`config.mk`:
```
export PLATFORM = sky130hd
export DESIGN_NAME = fifo_axis_source
export DESIGN_NICKNAME = d
export VERILOG_FILES = /design/src/rtl/serdes_pkg.sv /design/src/rtl/hold_buf2.sv /design/src/rtl/fifo_axis_source.sv
export SDC_FILE = /design/constraint.sdc
export NUM_CORES = 1
export LEC_CHECK = 0
export ABC_CLOCK_PERIOD_IN_PS = 2100
export CAP_MARGIN = 20
export CORE_ASPECT_RATIO = 0.9
export CORE_MARGIN = 2
export CORE_UTILIZATION = 40
export DETAILED_ROUTE_END_ITERATION = 7
export GPL_TIMING_DRIVEN = 0
export PLACE_DENSITY = 0.74
export SLEW_MARGIN = 20
export SYNTH_ARGS = -nofsm -noshare
export SYNTH_HDL_FRONTEND = slang
export SYNTH_SLANG_ARGS = --single-unit
```
`constraint.sdc`:
```
create_clock -name i_clk -period 2.1 [get_ports i_clk]
set_input_delay 0.42 -clock i_clk [delete_from_list [all_inputs] [get_ports i_clk]]
set_output_delay 0.42 -clock i_clk [all_outputs]
set_load 0.05 [all_outputs]
```
`src/rtl/serdes_pkg.sv`:
```
// Shared constants and types for the serdes transmit/receive stream blocks.
package serdes_pkg;

    localparam int unsigned SERDES_LOGIC_SIZE = 8;
    localparam int unsigned SERDES_PKT_BEATS  = 16;

    // Beat index width; a single-beat packet still needs a 1-bit index.
    function automatic int unsigned beat_width(input int unsigned beats);
        return (beats > 1) ? unsigned'($clog2(beats)) : 1;
    endfunction

    localparam int unsigned SERDES_BEAT_W = beat_width(SERDES_PKT_BEATS);

    typedef logic [SERDES_BEAT_W-1:0] beat_idx_t;

endpackage

```
`src/rtl/hold_buf2.sv`:
```
// Two-entry register FIFO: push, pop, head data and occupancy; no flow control.
module hold_buf2 #(
    parameter int unsigned WIDTH = 8
) (
    input  logic             clk,
    input  logic             rst,
    input  logic             push,
    input  logic             pop,
    input  logic [WIDTH-1:0] din,
    output logic [WIDTH-1:0] head,
    output logic [1:0]       count
);

    logic [WIDTH-1:0] mem [2];
    logic             wr_ptr;
    logic             rd_ptr;

    always_ff @(posedge clk or posedge rst) begin
        if (rst) begin
            mem[0] <= '0;
            mem[1] <= '0;
            wr_ptr <= 1'b0;
            rd_ptr <= 1'b0;
            count  <= 2'd0;
        end else begin
            if (push) begin
                mem[wr_ptr] <= din;
                wr_ptr      <= ~wr_ptr;
            end
            if (pop) begin
                rd_ptr <= ~rd_ptr;
            end
            count <= count + 2'(push) - 2'(pop);
        end
    end

    assign head = mem[rd_ptr];

endmodule

```
`src/rtl/fifo_axis_source.sv`:
```
// Drains the async FIFO read port into an AXI-Stream master with tlast framing.
module fifo_axis_source
    import serdes_pkg::*;
#(
    parameter int unsigned LOGIC_SIZE = SERDES_LOGIC_SIZE,
    parameter int unsigned PKT_BEATS  = SERDES_PKT_BEATS
) (
    input  logic                  i_clk,
    input  logic                  i_rst,
    input  logic                  i_rempty,
    output logic                  o_rr,
    input  logic [LOGIC_SIZE-1:0] i_rdata,
    output logic                  o_tvalid,
    input  logic                  i_tready,
    output logic [LOGIC_SIZE-1:0] o_tdata,
    output logic                  o_tlast,
    output logic                  o_idle
);

    localparam int unsigned BW = beat_width(PKT_BEATS);

    logic [1:0]    count;
    logic          inflight;
    logic [BW-1:0] beat;
    logic          pop;
    logic [2:0]    occupancy;

    hold_buf2 #(
        .WIDTH (LOGIC_SIZE)
    ) u_buf (
        .clk   (i_clk),
        .rst   (i_rst),
        .push  (inflight),
        .pop   (pop),
        .din   (i_rdata),
        .head  (o_tdata),
        .count (count)
    );

    assign o_tvalid = (count != 2'd0);
    assign pop      = o_tvalid && i_tready;

    // Slots committed after this cycle's pop; the ready path is what keeps one beat per cycle.
    always_comb begin
        occupancy = 3'(count) + 3'(inflight) - 3'(pop);
        o_rr      = !i_rempty && (occupancy < 3'd2);
    end

    always_ff @(posedge i_clk or posedge i_rst) begin
        if (i_rst) begin
            inflight <= 1'b0;
            beat     <= '0;
        end else begin
            inflight <= o_rr;
            if (pop) begin
                beat <= (beat == BW'(PKT_BEATS - 1)) ? '0 : beat + BW'(1);
            end
        end
    end

    assign o_tlast = o_tvalid && (beat == BW'(PKT_BEATS - 1));
    assign o_idle  = (count == 2'd0) && !inflight;

    a_no_overflow: assert property (@(posedge i_clk) disable iff (i_rst)
        (3'(count) + 3'(inflight)) <= 3'd2);

endmodule

```
==> impl_metrics.tcl <==
set metrics [dict create \
    design.die.area_sq_um 3280 \
    ioPinCount 24 \
    setup_ws_ps -577 \
    routedWlPerCell_um 12.6 \
    dp_hpwl_um 1440 \
    synth_area_per_cell_sq_um 13.3 \
    slowest_stage "dfrtp_1" \
    track_usage_pct 14.3 \
    fp.dieW_um 60.1 \
    htreeDepth 1 \
    fin_cells 157 \
    cts_root_buffer "clkbuf_4" \
    numClockSinks 25 \
    rsz0062_at_grt "true" \
    setup_viol 1 \
    wirelength_um 1980 \
    grt-ovfl-total 0 \
    grt_pass1_vias 762 \
    clock_path_buffers 2 \
    crit_path_start_kind "flip-flop" \
    cts_buffers 3 \
    synthCells 85 \
    viasPerCell 4.55 \
    syn2layout_area_growth_pct 35.1 \
    drc_errors 0 \
    clk_latency_ps 310 \
    die_h_um 54.5 \
    cpPeakStageDelay_ps 450 \
    synth-adder-area-share_pct 5.08 \
    portBuffers 23 \
    first_pass_iters 3 \
    maxSlewHeadroom_pct 39.7 \
    async_reset_ff_share_pct 100 \
    vias 715 \
    synth_compound_area_share_pct 3.20 \
    syn_nets 101 \
    ys_warn_count 0 \
    timing.fmax_ghz 0.373 \
    first_iter_violations 8 \
    hold_viol 0 \
    cts_tree "built" \
    synth_top_family_by_area "multiplexers" \
    crit_type "flip-flop to output pin" \
    path_max_fanout 2 \
    failed_checks "setup timing" \
    ys_ff_latch 25 \
    detail-route-antenna-nets 0 \
    antenna_cells 0 \
    grt_pass1_wl_um 3420 \
    rows 18 \
    place_congestion 0.724 \
    clkTransAtPathRegs_ps 140 \
    muxShareOfSynthArea_pct 23.8 \
    tightestPinTransition_ps 903 \
    cp_data_arrival_time_ps 2260 \
    cp-end-kind "output pin" \
    synth_edf_count 0 \
    min_path_type "flip-flop to flip-flop" \
    dp_cells 148 \
    ys_seq_area_share_pct 55.2 \
    cp_top_family "adder cells" \
    netlist_area_sq_um 1130 \
    fin_skew_ps 11.4 \
    path_cells "o21ai_4 > inv_2 > ha_4 > inv_2 > ha_4 > fa_2 > nor3_4 > buf_6" \
    dp_slack_ps -1390 \
    fin_crit_sh_pct 127 \
    antenna_found_initial 0 \
    ys_types 20 \
    fin_area_sq_um 1530 \
    critical_path_buf_inv_count 3 \
    min_period_ps 2680 \
    grt_max_degree 26 \
    setup_tns_ps -577 \
    drv_slew 0 \
    synthSimpleGateAreaFrac_pct 5.85 \
    crit_required_ps 1680 \
    synth-xor-area-share_pct 3.09 \
    nets 134 \
    dpl_cell_area_sq_um 1450 \
    synth_ff_type "dfrtp_1" \
    rrSetupSlack_ps 50 \
    max-cap-violations 0 \
    drive_above_1_share_pct 47.0 \
    core_area_sq_um 2730 \
    outcome "finished, violations left" \
    cts_hold_buf 0 \
    start_util_pct 41.6 \
]
-- through the flow --
stage | hold slack, ps | util, %
CTS | 518 | 56.1
floorplan | 447 | -
global placement | 477 | 53.2
finish | 516 | 56.2
detailed placement | 487 | 53.2
global route | 532 | 56.2
-- timing repair --
action | CTS | global route
gates resized for setup | 41 | 6
endpoints found under the setup margin | 13 | 4
pin swaps | 3 | 1
endpoints found under the hold margin | 0 | 0
setup buffers | 4 | 1
-- placed cells by master, fill, tap and decap left out, drive strengths merged, types with 2 or more instances in the layout --
master         count
dfrtp             25
mux2              24
clkdlybuf4s50     10
buf               10
clkdlybuf4s15      9
nand2              8
inv                7
clkbuf             4
xnor2              3
o21ai              3
ha                 3
a21oi              2
-- layout make-up --
type,count,area [sq um]
timing repair buffer,28,268
inverter,7,26.3
fill,239,1190
buffer,2,16.3
tap,40,50.0
sequential,25,626
clock buffer,4,26.3
multi-input combinational,51,519
-- flip-flops by register name (all words and copies together), names as in the netlist --
register / count
u_buf.rd_ptr: 1
beat: 4
inflight: 1
u_buf.mem: 16
u_buf.wr_ptr: 1
u_buf.count: 2
-- metal layers --
layer  global-route usage [%]  vias up  part of all wire (%)
met2                     25.9       18                    48
met4                     2.22        0                     0
li1                         -      353                     -
met5                        0        -                     0
met1                     17.9      344                    47
met3                     2.84        0                   4.9
-- synthesized netlist by cell type (2+ instances only) --
library cell | n | area (sq um)
o21ai_0 | 2 | 10.0
xnor2_1 | 3 | 26.3
a21oi_1 | 2 | 10.0
inv_1 | 7 | 26.3
mux2_2 | 24 | 270
nand2_1 | 7 | 26.3
ha_1 | 3 | 37.5
dfrtp_1 | 25 | 626
-- worst register-to-register path, delay by kind of cell (launching register included) --
kind,cells,cell delay [ps]
adders and majority gates,3,970
DFF,1,450
and+or+nand+nor,1,60
buffers and inverters,4,350
AOI/OAI and AO/OA,1,150
-- path summary, 6_finish.rpt --
| kind | cells after the start | start | endpoint |
|---|---|---|---|
| worst max-delay path | 8 | u_buf.count[1] | o_rr |
| min in group asynchronous | 2 | i_rst | u_buf.count[1] |
| worst max register to register | 9 | u_buf.count[1] | inflight |
| max in group asynchronous | 2 | i_rst | u_buf.mem[10] |
| worst min register to register | 1 | u_buf.mem[2] | u_buf.mem[2] |
| worst min-delay path | 1 | u_buf.mem[2] | u_buf.mem[2] |
-- logic make-up (layout without fill, tap and decap cells) --
family	count (synthesis)	in the layout
muxes	24	24
adders and majority gates	4	4
and+or+nand+nor	13	13
xor gates and xnor gates	4	4
AOI/OAI and AO/OA	6	6
DFF	25	25
buffers and inverters	9	41
Power is left out: the tool's default activity adds up to more than one toggle a clock period on the data nets, which glitch-free logic cannot reach.
